==> config.mk <==
export PLATFORM = sky130hd
export DESIGN_NAME = mem_burst_reader
export DESIGN_NICKNAME = d
export VERILOG_FILES = /design/src/rtl/mem_burst_reader_pkg.sv /design/src/rtl/stream_fifo2.sv /design/src/rtl/mem_burst_reader.sv
export SDC_FILE = /design/constraint.sdc
export NUM_CORES = 1
export LEC_CHECK = 0
export BUFFER_PORTS_ARGS = -buffer_cell sky130_fd_sc_hd__buf_2
export CORE_MARGIN = 5
export CORE_UTILIZATION = 58
export CTS_CLUSTER_SIZE = 8
export DETAILED_ROUTE_END_ITERATION = 10
export PLACE_DENSITY = 0.83
export SYNTH_ARGS = -nofsm -noshare
export SYNTH_HDL_FRONTEND = slang
export SYNTH_SLANG_ARGS = --single-unit
==> constraint.sdc <==
create_clock -name clk -period 6.17 [get_ports clk]
set_clock_uncertainty 0.1 [all_clocks]
set_input_delay 0.9255 -clock clk [delete_from_list [all_inputs] [get_ports clk]]
set_output_delay 0.9255 -clock clk [all_outputs]
set_load 0.005 [all_outputs]
==> src/rtl/mem_burst_reader_pkg.sv <==
// Shared definitions for the burst reader: FSM state encodings and the
// depth of the output FIFO that absorbs the memory's read latency.
package mem_burst_reader_pkg;

  typedef enum logic [1:0] {
    ST_IDLE  = 2'd0,
    ST_RUN   = 2'd1,
    ST_DRAIN = 2'd2
  } state_t;

  localparam int FIFO_DEPTH = 2;

endpackage

==> src/rtl/stream_fifo2.sv <==
// Two-entry synchronous FIFO holding words returned by the memory until
// the downstream consumer accepts them.
// Ports:
//   clk, rst        clock, synchronous active-high reset
//   push, din       write one entry (ignored when full unless popping too)
//   pop             remove the head entry (ignored when empty)
//   dout            head entry, straight from the storage registers
//   count, empty    occupancy 0..2 and empty flag
module stream_fifo2
  import mem_burst_reader_pkg::*;
#(
  parameter int WIDTH = 9
) (
  input  logic             clk,
  input  logic             rst,
  input  logic             push,
  input  logic             pop,
  input  logic [WIDTH-1:0] din,
  output logic [WIDTH-1:0] dout,
  output logic [1:0]       count,
  output logic             empty
);

  logic [WIDTH-1:0] store [FIFO_DEPTH];
  logic             wr_ptr;
  logic             rd_ptr;
  logic             do_push;
  logic             do_pop;

  assign empty   = (count == 2'd0);
  assign do_pop  = pop && !empty;
  // A push into a full FIFO is only legal when the head leaves on the same edge.
  assign do_push = push && ((count != 2'(FIFO_DEPTH)) || do_pop);
  assign dout    = store[rd_ptr];

  always_ff @(posedge clk) begin
    if (rst) begin
      for (int i = 0; i < FIFO_DEPTH; i++) store[i] <= '0;
      wr_ptr <= 1'b0;
      rd_ptr <= 1'b0;
      count  <= 2'd0;
    end else begin
      if (do_push) begin
        store[wr_ptr] <= din;
        wr_ptr        <= ~wr_ptr;
      end
      if (do_pop) rd_ptr <= ~rd_ptr;
      case ({do_push, do_pop})
        2'b10:   count <= count + 2'd1;
        2'b01:   count <= count - 2'd1;
        default: count <= count;
      endcase
    end
  end

endmodule

==> src/rtl/mem_burst_reader.sv <==
// Read-side initiator for the synchronous simple-dual-port memory. A start
// command reads `length` consecutive words from `base_addr` (wrapping at the
// top of the address space) and streams them out over valid/ready.
//
// Handshake: a stream word transfers on a rising edge where m_valid and
// m_ready are both high; m_valid never drops and m_data/m_last never change
// while a word is offered but not yet accepted.
//
// Ports:
//   clk, rst             clock, synchronous active-high reset
//   start, base_addr,    burst request, sampled only while idle
//   length               (length 0..2^ADDR_WIDTH)
//   busy, done           burst in progress / one-cycle completion pulse
//   read_enable, rd_add  memory read port
//   mem_data             memory data_out (1-cycle latency, holds when idle)
//   m_valid, m_data,     output stream
//   m_last, m_ready
//   state_dbg            current FSM state for observation
module mem_burst_reader
  import mem_burst_reader_pkg::*;
#(
  parameter int DATA_WIDTH = 8,
  parameter int ADDR_WIDTH = 8
) (
  input  logic                  clk,
  input  logic                  rst,
  input  logic                  start,
  input  logic [ADDR_WIDTH-1:0] base_addr,
  input  logic [ADDR_WIDTH:0]   length,
  output logic                  busy,
  output logic                  done,
  output logic                  read_enable,
  output logic [ADDR_WIDTH-1:0] rd_add,
  input  logic [DATA_WIDTH-1:0] mem_data,
  output logic                  m_valid,
  output logic [DATA_WIDTH-1:0] m_data,
  output logic                  m_last,
  input  logic                  m_ready,
  output logic [1:0]            state_dbg
);

  state_t                state;
  logic [ADDR_WIDTH-1:0] addr;
  logic [ADDR_WIDTH:0]   remaining;
  logic                  pending;       // a read was issued on the previous edge
  logic                  pending_last;  // ...and it was the final read of the burst
  logic                  pop;
  logic                  last_issue;
  logic [2:0]            outstanding;
  logic [DATA_WIDTH:0]   fifo_dout;
  logic [1:0]            fifo_count;
  logic                  fifo_empty;

  assign pop = m_valid && m_ready;

  // Words that will be held after this edge if nothing new is issued. Counting
  // the pop lets a read go out in the same cycle a word leaves, which keeps
  // the stream at one word per cycle while never exceeding two held words.
  assign outstanding = {1'b0, fifo_count} + {2'b00, pending} - {2'b00, pop};

  assign read_enable = (state == ST_RUN) && (remaining != '0) && (outstanding < 3'd2);
  assign last_issue  = read_enable && (remaining == (ADDR_WIDTH+1)'(1));
  assign rd_add      = addr;
  assign busy        = (state != ST_IDLE);
  assign state_dbg   = state;

  assign m_valid = !fifo_empty;
  assign m_data  = fifo_dout[DATA_WIDTH-1:0];
  assign m_last  = fifo_dout[DATA_WIDTH];

  stream_fifo2 #(
    .WIDTH (DATA_WIDTH + 1)
  ) u_fifo (
    .clk   (clk),
    .rst   (rst),
    .push  (pending),
    .pop   (pop),
    .din   ({pending_last, mem_data}),
    .dout  (fifo_dout),
    .count (fifo_count),
    .empty (fifo_empty)
  );

  always_ff @(posedge clk) begin
    if (rst) begin
      state        <= ST_IDLE;
      addr         <= '0;
      remaining    <= '0;
      pending      <= 1'b0;
      pending_last <= 1'b0;
      done         <= 1'b0;
    end else begin
      done         <= 1'b0;
      pending      <= read_enable;
      pending_last <= last_issue;

      case (state)
        ST_IDLE: begin
          if (start) begin
            if (length != '0) begin
              addr      <= base_addr;
              remaining <= length;
              state     <= ST_RUN;
            end else begin
              done <= 1'b1;
            end
          end
        end

        ST_RUN: begin
          if (read_enable) begin
            addr      <= addr + ADDR_WIDTH'(1);
            remaining <= remaining - (ADDR_WIDTH+1)'(1);
          end
          if (last_issue) state <= ST_DRAIN;
        end

        ST_DRAIN: begin
          // The tagged last word is the final one in flight, so its
          // acceptance means the pipeline is empty after this edge.
          if (pop && m_last) begin
            state <= ST_IDLE;
            done  <= 1'b1;
          end
        end

        default: state <= ST_IDLE;
      endcase
    end
  end

endmodule

=== After elaboration in Yosys (flattened, before gate mapping) ===
Memory sizes are Yosys's and may differ from the RTL's. A register that Yosys moved wholly into a read port is not among the register bits.
Index checks and enable logic that the tools add are counted.

* Flip-flop bits (word level): 26
* Bits in latches: 0
* RAM bits: 18
* ROM bits: 0
* Bits of input ports: 29
* Output and inout port bits: 23
* Word-level logic and storage cells: 77
* Memories kept: 1

{| class="wikitable"
|+ Memory list
! memory !! depth !! bits a word !! read ports !! clocked after Yosys merged registers in !! wr ports !! line !! text
|-
| u_fifo.store || 2 || 9 || 1 || 1 || 2 || stream_fifo2.sv:24 || <nowiki>logic [WIDTH-1:0] store [FIFO_DEPTH];</nowiki>
|}

* Add/sub/neg operators: 6
* Multipliers: 0
* Div/mod/pow operators: 0
* $lt $le $gt $ge: 1
* Eq/ne operators: 11
* Shift operators: 0
* Multiplexer cells: 28
* Bitwise logic cells: 2
* Reductions and logical operators: 19

{| class="wikitable"
|+ Operators by type and width
! operator !! number
|-
| $mux W9 || 4
|-
| $mux W8 || 3
|-
| $pmux W9 S2 || 1
|-
| $reduce_bool A9 Y1 || 2
|-
| $pmux W8 S2 || 1
|-
| $mux W1 || 12
|-
| $ne A2 B2 Y1 const B || 6
|-
| $eq A9 B1 Y1 const B || 1
|-
| $reduce_or A9 Y1 || 1
|-
| $sub A9 B1 Y9 const B || 1
|-
| $add A8 B1 Y8 const B || 1
|-
| $mux W2 || 4
|-
| $reduce_and A4 Y1 || 2
|-
| $logic_and A1 B1 Y1 || 7
|-
| $pmux W2 S3 || 1
|-
| $reduce_bool A2 Y1 || 3
|-
| $eq A2 B1 Y1 const B || 2
|-
| $eq A2 B2 Y1 const B || 2
|-
| $logic_not A2 Y1 || 2
|-
| $pmux W2 S2 || 1
|-
| $add A2 B1 Y3 || 1
|-
| $lt A3 B2 Y1 const B || 1
|-
| $sub A3 B1 Y3 || 1
|-
| $add A2 B1 Y2 const B || 1
|-
| other kinds (5) || 6
|}

=== Depth between registers and ports, before layout ===
* Depth in word-level cells: 11
* Depth in mapped cells: 13
* Depth with buffers taken out: 11

=== Cells and area by module ===
From an unflattened synthesis, not the netlist that was laid out.

* Cells, all modules: 255
* Area total of the unflattened synthesis: 2,442.3 sq um

{| class="wikitable"
|+ By module, submodules not included
! module !! times used !! cells an instance !! area each (sq um) !! seq. area each (sq um)
|-
| mem_burst_reader || 1 || 179 || 1,396.3 || 440.4
|-
| stream_fifo2 || 1 || 76 || 1,046.0 || 640.6
|}

=== Worst setup path after synthesis ===
OpenSTA, ideal clock, no wires.

* Path kind: input port to output port
* Start point: input port m_ready
* End point: output port read_enable
* Arrival: 2.593 ns
* Required time: 5.144 ns
* Slack: 2.551 ns
* Stages: 9
* Buffers on the path: 1
* Cell sequence: and2_1 clkbuf_1 ha_1 nand2b_1 fa_1 xnor2_1 nand3_1 or2_2 inv_1

* Word-level cells in the longest chain between the ends: 4

{| class="wikitable"
|+ Ends and longest elaborated chain
! what !! line !! text
|-
| start: declaration || mem_burst_reader.sv:38 || <nowiki>input logic m_ready,</nowiki>
|-
| $logic_and A1 B1 Y1 || mem_burst_reader.sv:54 || <nowiki>assign pop = m_valid && m_ready;</nowiki>
|-
| $sub A3 B1 Y3 || mem_burst_reader.sv:59 || <nowiki>assign outstanding = {1'b0, fifo_count} + {2'b00, pending} - {2'b00, pop};</nowiki>
|-
| $lt A3 B2 Y1 || mem_burst_reader.sv:61 || <nowiki>assign read_enable = (state == ST_RUN) && (remaining != '0) && (outstanding < 3'd2);</nowiki>
|-
| $logic_and A1 B1 Y1 || mem_burst_reader.sv:61 ||
|-
| end: declaration || mem_burst_reader.sv:32 || <nowiki>output logic read_enable,</nowiki>
|}

Every way passes these cells.

=== Worst setup path after layout ===
Ends and elaborated chain as after synthesis.

==> flow_metrics.tcl <==
set metrics [dict create \
    fin_setup_tns_ns 0 \
    clk_transition_reported_paths_ns 0.08 \
    clock.fmax_mhz 259 \
    drt-met1-wl_um 2110 \
    port_buffers 51 \
    async_flop_share 0 \
    wirelength_um 5140 \
    route.met2.wl_um 2660 \
    powerDensity_nw_per_um2 256 \
    drc 0 \
    hpwl_um 3580 \
    antenna_found_initial 0 \
    hold_viol_final 0 \
    drt-wirelength-per-cell_um 14.7 \
    rsz0062_at_grt "false" \
    yosysMostFrequentCell "dfxtp_1" \
    io_pins 52 \
    crit_type "in -> out" \
    start_kind "primary input" \
    cap_violations 0 \
    synthTopCellsByCount "27 x dfxtp_1, 24 x nand2_1, 20 x and2_1" \
    area_growth_pct 13.4 \
    syn_nets 290 \
    fin_crit_ns 3.86 \
    cts_buffers 5 \
    grt_overflow 0 \
    crit_path_start "m_ready" \
    initial_utilization 0.601 \
    ys.flop_type "dfxtp_1" \
    synth_edf_count 18 \
    setup_viol 0 \
    synth_top_area_share 0.223 \
    num-fill-cells 345 \
    post_cts_buffers 0 \
    core.rowCount 23 \
    worstPathRequired_ns 5.14 \
    yosys_warnings 0 \
    core_sq_um 4030 \
    diodes 0 \
    syn_inst 255 \
    drtAntennaViolNets 0 \
    yosysSeqAreaShare 0.447 \
    worstSkewPairLatency_ns 0.29 \
    synth-seq-cells 45 \
    end_kind "output port" \
    drv_slew 0 \
    drt-vias-per-instance 5.74 \
    numClockSinks 45 \
    synth_area_sq_um 2420 \
    dieArea_sq_um 5560 \
    reg2reg_from "u_fifo.count[1]" \
    whs_ns 0.406 \
    htreeDepth 2 \
    met3_length_um 334 \
    nets 334 \
    drive_gt1_frac 0.303 \
    hp-class "reg -> reg" \
    ir_drop_mv 0.110 \
    clockBufferDepth 2 \
    grt_pass1_vias 1982 \
    drtIter0Drc 133 \
    tightestPinTransition_ns 1.22 \
    cts_tree "yes" \
    period_share 0.626 \
    holdBufCountCts 0 \
    synthTopCellsByArea "dfxtp_1 22%, edfxtp_1 22%, and2_1 5.2%" \
    ys_types 52 \
    drt_first_pass_iters 4 \
    highest_layer "met4" \
    p_leak_nw 1.10 \
    synth.avg_cell_area_sq_um 9.49 \
    crit_arrival_ns 2.84 \
    hold_path_startpoint "rd_add[7]" \
    grt_max_degree 35 \
    root_buffer "clkbuf_8" \
    die_w_um 74.6 \
    vias 2010 \
    cp_max_fo 4 \
    yosys.area.top_type "dfxtp_1" \
    grt_pass1_wl_um 8560 \
    cts.repair.resized 0 \
    slew_headroom 0.187 \
    die_y_um 74.6 \
    gp_congestion 0.821 \
    run_status "complete, no violations" \
    grt_usage 0.198 \
]
## layout by cell type (no fill, tap or decap), types with 3 or more instances in the layout
cell      synthesis  routed
and2_1           20      20
ha_1              5       5
or2_2             6       6
buf_2             1      51
mux2_2            9       9
o32ai_1           3       3
nand3_1           9       9
nand2_1          24      24
nor2_1           16      16
o21ai_2           3       3
nor3_1            9       9
nor4_1            4       4
nand2b_1          8       8
clkbuf_8          0       5
dfxtp_1          27      27
nor3b_1           3       3
o21ai_1           6       6
inv_1             7       7
a21oi_1          18      18
a21oi_2           7       7
edfxtp_1         18      18
## layer usage
layer	vias up	track usage
met4	0	0.0593
met1	957	0.234
li1	1000	-
met3	2	0.0405
met5	-	0
met2	51	0.361
## critical path: stages
cell	delay, ns
buf_2	0.11
and2_1	0.18
ha_1	0.27
nand2b_1	0.15
fa_1	0.37
xnor2_1	0.14
nand3_1	0.14
or2_2	0.38
inv_1	0.06
buf_2	0.10
## path summary, 6_finish.rpt
kind,to,slack (ns),depth (start not counted)
max,read_enable,2.31,10
min,rd_add[7],0.41,2
max reg2reg,rd_add[6],2.68,11
min reg2reg,rd_add[7],0.41,2
## stage by stage
stage / area, sq um / util / std cells / worst slack, ns / total power, mW
floorplan: 2420 / - / 255 / 2.55 / 0.487
global placement: 2660 / 0.661 / 342 / 2.34 / 0.527
detailed placement: 2660 / 0.661 / 342 / 2.31 / 0.531
CTS: 2740 / 0.681 / 350 / 2.30 / 0.705
global route: 2740 / 0.681 / 350 / 2.18 / 0.744
finish: 2740 / 0.681 / 350 / 2.31 / 0.703
## final cells by class
type / count / area [sq um] / share of cell area
repair buffers: 51 / 255 / 0.0930
flip-flops and latches: 45 / 1080 / 0.394
multi-input cells: 189 / 1240 / 0.451
inverters: 7 / 26.3 / 0.00958
well taps: 50 / 62.6 / 0.0228
clock buffers: 6 / 72.6 / 0.0264
clock inverters: 2 / 10.0 / 0.00365
## report_power, final
part | leakage [nW] | internal [mW] | switching [mW]
combinational | 0.646 | 0.0724 | 0.0939
clock | 0.0450 | 0.0787 | 0.0979
sequential | 0.408 | 0.335 | 0.0246
total | 1.10 | 0.486 | 0.216
## logic make-up (layout without fill, tap and decap cells)
family / after synthesis / in the layout / synth area share
AO/OA/AOI/OAI: 58 / 58 / 0.167
buffers and inverters: 21 / 66 / 0.0424
XOR/XNOR: 3 / 3 / 0.0109
AND/OR/NAND/NOR: 113 / 113 / 0.257
multiplexers: 9 / 9 / 0.0419
flip-flops: 45 / 45 / 0.447
adder cells (fa/ha/maj): 6 / 6 / 0.0341
## sequential cells by signal (all words and copies together), names as in the netlist, named ones only
register       count
pending            1
pending_last       1
u_fifo.count       2
u_fifo.wr_ptr      1
u_fifo.rd_ptr      1
remaining          9
u_fifo.store      18
rd_add             8
state_dbg          2
done               1
No activity file was read; power rests on OpenSTA's default activity.
